--- config.mk ---
export PLATFORM = sky130hd
export DESIGN_NAME = hd_clk_div_drv
export DESIGN_NICKNAME = d
export VERILOG_FILES = /design/src/rtl/hd_clkdrv_pkg.sv /design/src/rtl/hd_clkdrv_cnt.sv /design/src/rtl/hd_clk_div_drv.sv
export SDC_FILE = /design/constraint.sdc
export NUM_CORES = 1
export LEC_CHECK = 0
export CORE_MARGIN = 5
export CORE_UTILIZATION = 35
export CTS_CLUSTER_SIZE = 25
export DETAILED_ROUTE_END_ITERATION = 8
export SLEW_MARGIN = 20
export SYNTH_ARGS = -nofsm -noshare
export SYNTH_HDL_FRONTEND = slang
export SYNTH_HIERARCHICAL = 1
export SYNTH_SLANG_ARGS = --single-unit
--- constraint.sdc ---
create_clock -name CK -period 7.99 [get_ports CK]
set_input_delay 1.598 -clock CK [delete_from_list [all_inputs] [get_ports CK]]
set_output_delay 1.598 -clock CK [all_outputs]
set_load 0.02 [all_outputs]
--- src/rtl/hd_clkdrv_pkg.sv ---
// Shared types and helpers for the hd_clk_div_drv divided-clock source.
package hd_clkdrv_pkg;

   typedef enum logic {
      IDLE = 1'b0,
      RUN  = 1'b1
   } state_e;

   localparam int unsigned MIN_DIV_DEF = 2;

   // High-phase length of an N-cycle period: ceil(N/2), odd N gets the extra cycle.
   function automatic logic [31:0] half_up(input logic [31:0] n);
      return (n >> 1) + {31'd0, n[0]};
   endfunction

endpackage

--- src/rtl/hd_clkdrv_cnt.sv ---
// Period counter: counts 0..N-1 while enabled and flags the last and high-phase cycles.
module hd_clkdrv_cnt
   import hd_clkdrv_pkg::*;
#(
   parameter int unsigned DIV_W = 8
) (
   input  logic             clk,
   input  logic             rst_n,
   input  logic             clear,
   input  logic             enable,
   input  logic [DIV_W-1:0] n,
   output logic [DIV_W-1:0] cnt,
   output logic             last,
   output logic             high
);

   localparam logic [DIV_W-1:0] ONE = DIV_W'(1);

   logic [DIV_W-1:0] cnt_q;
   logic [DIV_W-1:0] cnt_d;
   logic [DIV_W-1:0] h;

   always_comb begin
      h     = DIV_W'(half_up(32'(n)));
      last  = (cnt_q == (n - ONE));
      high  = (cnt_q < h);
      cnt_d = cnt_q;
      if (clear) begin
         cnt_d = '0;
      end else if (enable) begin
         cnt_d = last ? '0 : (cnt_q + ONE);
      end
   end

   always_ff @(posedge clk or negedge rst_n) begin
      if (!rst_n) begin
         cnt_q <= '0;
      end else begin
         cnt_q <= cnt_d;
      end
   end

   assign cnt = cnt_q;

endmodule

--- src/rtl/hd_clk_div_drv.sv ---
// Programmable divided-clock source with glitch-free ratio change and stop/start.
module hd_clk_div_drv
   import hd_clkdrv_pkg::*;
#(
   parameter int unsigned DIV_W   = 8,
   parameter int unsigned MIN_DIV = MIN_DIV_DEF
) (
   input  logic             CK,
   input  logic             RN,
   input  logic             EN,
   input  logic [DIV_W-1:0] DIV,
   input  logic             LOAD,
   output logic             ACK,
   output logic             CKO,
   output logic             TICK,
   output logic             BUSY
);

   localparam logic [DIV_W-1:0] MIN_N = DIV_W'(MIN_DIV);
   localparam logic [DIV_W-1:0] ONE   = DIV_W'(1);

   state_e           state_q, state_d;
   logic [DIV_W-1:0] act_q, act_d;
   logic [DIV_W-1:0] pend_q, pend_d;
   logic             pend_vld_q, pend_vld_d;
   logic             cko_q, cko_d;
   logic             tick_q, tick_d;
   logic             ack_q, ack_d;
   logic             busy_q, busy_d;

   logic [DIV_W-1:0] div_n;
   logic [DIV_W-1:0] h;
   logic [DIV_W-1:0] cnt;
   logic             last;
   logic             high;
   logic             cnt_clr;
   logic             cnt_en;

   assign div_n   = (DIV < MIN_N) ? MIN_N : DIV;
   assign h       = DIV_W'(half_up(32'(act_q)));
   assign cnt_clr = (state_q == IDLE);
   assign cnt_en  = (state_q == RUN);

   hd_clkdrv_cnt #(
      .DIV_W (DIV_W)
   ) u_cnt (
      .clk    (CK),
      .rst_n  (RN),
      .clear  (cnt_clr),
      .enable (cnt_en),
      .n      (act_q),
      .cnt    (cnt),
      .last   (last),
      .high   (high)
   );

   always_comb begin
      state_d    = state_q;
      act_d      = act_q;
      pend_d     = pend_q;
      pend_vld_d = pend_vld_q;
      cko_d      = 1'b0;
      tick_d     = 1'b0;
      ack_d      = 1'b0;

      case (state_q)
         IDLE: begin
            if (LOAD) begin
               act_d = div_n;
               ack_d = 1'b1;
            end
            if (EN) begin
               state_d = RUN;
               cko_d   = 1'b1;
               tick_d  = 1'b1;
            end
         end
         RUN: begin
            if (!last) begin
               // cnt+1 < H expressed as (cnt < H) && (cnt != H-1), reusing the counter's high flag.
               cko_d = high && (cnt != (h - ONE));
               if (LOAD) begin
                  pend_d     = div_n;
                  pend_vld_d = 1'b1;
               end
            end else begin
               if (LOAD) begin
                  act_d      = div_n;
                  ack_d      = 1'b1;
                  pend_vld_d = 1'b0;
               end else if (pend_vld_q) begin
                  act_d      = pend_q;
                  ack_d      = 1'b1;
                  pend_vld_d = 1'b0;
               end
               if (EN) begin
                  cko_d  = 1'b1;
                  tick_d = 1'b1;
               end else begin
                  state_d = IDLE;
               end
            end
         end
         default: state_d = IDLE;
      endcase

      busy_d = (state_d == RUN);
   end

   always_ff @(posedge CK or negedge RN) begin
      if (!RN) begin
         state_q    <= IDLE;
         act_q      <= MIN_N;
         pend_q     <= MIN_N;
         pend_vld_q <= 1'b0;
         cko_q      <= 1'b0;
         tick_q     <= 1'b0;
         ack_q      <= 1'b0;
         busy_q     <= 1'b0;
      end else begin
         state_q    <= state_d;
         act_q      <= act_d;
         pend_q     <= pend_d;
         pend_vld_q <= pend_vld_d;
         cko_q      <= cko_d;
         tick_q     <= tick_d;
         ack_q      <= ack_d;
         busy_q     <= busy_d;
      end
   end

   assign CKO  = cko_q;
   assign TICK = tick_q;
   assign ACK  = ack_q;
   assign BUSY = busy_q;

endmodule

==> impl_metrics.yaml <==
outcome:
  status: "completed"
pwr:
  switching_share_pct: 42.9
  report.power.total_mw: 0.970
  total_leakage_power_nw: 1.06
  comb_power_share_pct: 49.3
  cellInternalPower_mw: 0.553
  irDropWorstVdd_mv: 0.228
  net-switching-power_mw: 0.416
  power.density_nw_per_um2: 384
  power_frac_seq_pct: 34.4
  clk_network_pwr_share_pct: 16.3
synthesis:
  synth_top_area_share_pct: 30.5
  synth_common_cells: "27 x dfrtp_1, 22 x nand2_1, 14 x o21ai_0"
  synth_area_per_cell_um2: 9.39
  postSynth.asyncResetShare_pct: 100
  ys_types: 51
  syn-instance-count: 236
  synth_warnings: 6
  postSynthRegisterBits: 29
  synth_flop_cell: "dfrtp_1"
  synth.yosys.seq_area_share_pct: 32.8
  netlist_top_cells_area: "dfrtp_1 30%, ha_1 7.3%, xnor2_1 5.1%"
  synth_largest_area_cell: "dfrtp_1"
  edff_count_synth: 0
  mappedNetlistArea_um2: 2220
  synth.most_common_cell: "dfrtp_1"
  synthesis.nets: 261
global_routing:
  first_global_vias: 1616
  first_pass_grt_wire_length_um: 7770
  global_route_overflow: 0
  antenna_found_initial: 0
  grt_start_max_net_pins: 30
  grt_use_total_pct: 12.6
critical_path:
  slowest_stage: "clkdlybuf4s50_1"
  critPathTopFamily: "buffers and inverters"
  path_cells: "clkdlybuf4s50_1"
  crit_path_end_kind: "output pin"
  worst_ep_arrival_time_ps: 1680
  critPathKind: "reg -> out"
  critical_path_buf_inv_count: 1
  critPathLaunchType: "flop"
  path_max_fanout: 18
  timing.critical_path.required_ps: 6390
  maximum_single_stage_delay_on_the_critical_path_ps: 710
hold_path:
  worstHoldPathType: "reg -> reg"
timing:
  worst_slew_margin_rel_pct: 53.0
  finalMaxSlewViolations: 0
  setup-tns-final_ps: 0
  number_of_hold_violations_in_the_final_report: 0
  achievable-frequency_ghz: 0.305
  finClkSkew_ps: 4.39
  rsz_0062_raised_after_global_routing: "no"
  worst_pin_slew_ps: 705
  finalSetupViolCount: 0
  post-route-min-period_ps: 3280
  postLayoutSetupSlackWorst_ps: 4710
  fin_crit_sh_pct: 41.1
route:
  wl_met2_um: 2060
  num_vias: 1708
  topRoutingLayerUsed: "met4"
  met3WireLength_um: 152
  firstDrtPassIters: 4
  initialDrtViolationCount: 86
  drt-met1-wl_um: 2190
  antenna_violation_net_count_after_detailed_routing: 0
  detail_route.drc_violations: 0
  route.detailed.wl_per_inst_um: 13.8
  route.final.wire_length_um: 4520
  number_of_vias_per_cell_after_detailed_routing: 5.22
floorplan:
  floorplan.initialDensity_pct: 35.5
  ioPinCount: 16
  core_um2: 6240
  fp.dieH_um: 89.6
  floorplan.die.width_um: 89.6
  core.rowCount: 29
  dieArea_um2: 8030
clock_tree:
  cts_hold_buffers: 0
  cts-root-to-sink-buffers: 2
  clk_pin_slew_worst_paths_ps: 70
  clock_sink_count: 29
  number_of_buffers_added_by_the_clock_tree_synthesis_step: 5
  cts-root-buf: "clkbuf_8"
  cts_tree: "yes"
  insertion_delay_ps: 280
  cts_setup_buffers: 0
  post_cts.resized_instances: 0
  h-tree-depth: 2
final_layout:
  area_delta_synth_final_pct: 13.8
  drive_above_1_share_pct: 13.2
  nets: 274
  final_core_utilization_pct: 40.4
  number_of_standard_cells_in_the_final_layout_excluding_fillers: 327
  antenna_cells_inserted: 0
run:
  maximum_capacitance_violations: 0
place:
  placedCellCount: 319
  placement.io_buffers: 15
  detailedPlacementHpwl_um: 3310
  pre_cts_slack_ps: 4910
  gp_routability_congestion: 0.768
## layout make-up
class | count | area (µm²)
timing repair buffer | 16 | 158
fill | 642 | 3720
clock buffer | 6 | 82.6
sequential | 29 | 728
clock inverter | 2 | 37.5
tap | 77 | 96.3
multi-input combinational | 185 | 1380
inverter | 12 | 45.0
## tightest hold or removal path: cells and delay by family, from the launching register on
family          cells  cell delay (ps)
compound gates      1               60
flops               1              340
simple gates        1               50
## layer usage
| metal | up-vias | track usage (%) |
|---|---|---|
| met5 | - | 0 |
| met4 | 0 | 4.06 |
| met3 | 11 | 3.38 |
| met2 | 28 | 19.5 |
| met1 | 798 | 17.1 |
| li1 | 871 | - |
## sequential cells by signal, summed over array words and instances, names as in the netlist
register,count
BUSY,1
u_cnt/cnt,8
TICK,1
ACK,1
act_q,8
pend_vld_q,1
CKO,1
pend_q,8
## layout by cell type, fill, tap and decap left out, types with 4 or more instances in the layout
master	netlist	routed
or3_1	4	4
nand2b_1	7	7
o22ai_1	4	4
nand3_1	7	7
a21o_1	4	4
ha_1	13	13
nand2_1	22	22
nor3_1	5	5
mux2_2	6	6
clkdlybuf4s50_1	0	15
nand3b_1	7	7
a21oi_1	7	7
nand4_1	4	4
xnor2_1	13	13
xor2_1	10	10
o21ai_0	14	14
inv_1	10	10
clkbuf_8	0	6
mux2i_1	9	9
nor2_1	12	12
dfrtp_1	27	27
## power groups by stage
stage          logic [mW]  registers (mW)  clock network [mW]
2_1_floorplan       0.425           0.286                   0
3_3_place_gp        0.469           0.336                   0
3_5_place_dp        0.479           0.336                   0
4_1_cts             0.483           0.334               0.163
5_1_grt             0.544           0.350               0.170
6_report            0.478           0.334               0.158
## path summary, 6_finish.rpt
path	startpoint	to	slack (ps)	cells past startpoint
max	BUSY$_DFF_PN0_	BUSY	4710	1
min	pend_q[0]$_DFFE_PN0P_	pend_q[0]$_DFFE_PN0P_	490	2
min reg2reg	pend_q[0]$_DFFE_PN0P_	pend_q[0]$_DFFE_PN0P_	490	2
max in group asynchronous	RN	act_q[1]$_DFFE_PN1P_	5990	2
min in group asynchronous	RN	pend_q[7]$_DFFE_PN0P_	1690	2
max reg2reg	act_q[1]$_DFFE_PN1P_	act_q[0]$_DFFE_PN0P_	5060	11
## per-stage QoR
step | area, µm² | hold WS (ps)
floorplan | 2220 | 450
global placement | 2400 | 472
detailed placement | 2400 | 476
CTS | 2520 | 488
global route | 2520 | 500
finish | 2520 | 488
## logic make-up (layout without fill, tap and decap cells)
| logic type | Yosys count | in the layout | share of synthesized area (%) |
|---|---|---|---|
| multiplexers | 15 | 15 | 7.11 |
| adder cells (fa/ha/maj) | 13 | 13 | 7.34 |
| flip-flops | 29 | 29 | 32.8 |
| buffers and inverters | 22 | 36 | 5.08 |
| XOR/XNOR | 25 | 25 | 10.6 |
| AND/OR/NAND/NOR | 86 | 86 | 23.3 |
| AO/OA/AOI/OAI | 46 | 46 | 13.8 |
No activity file was read; power rests on OpenSTA's default activity.
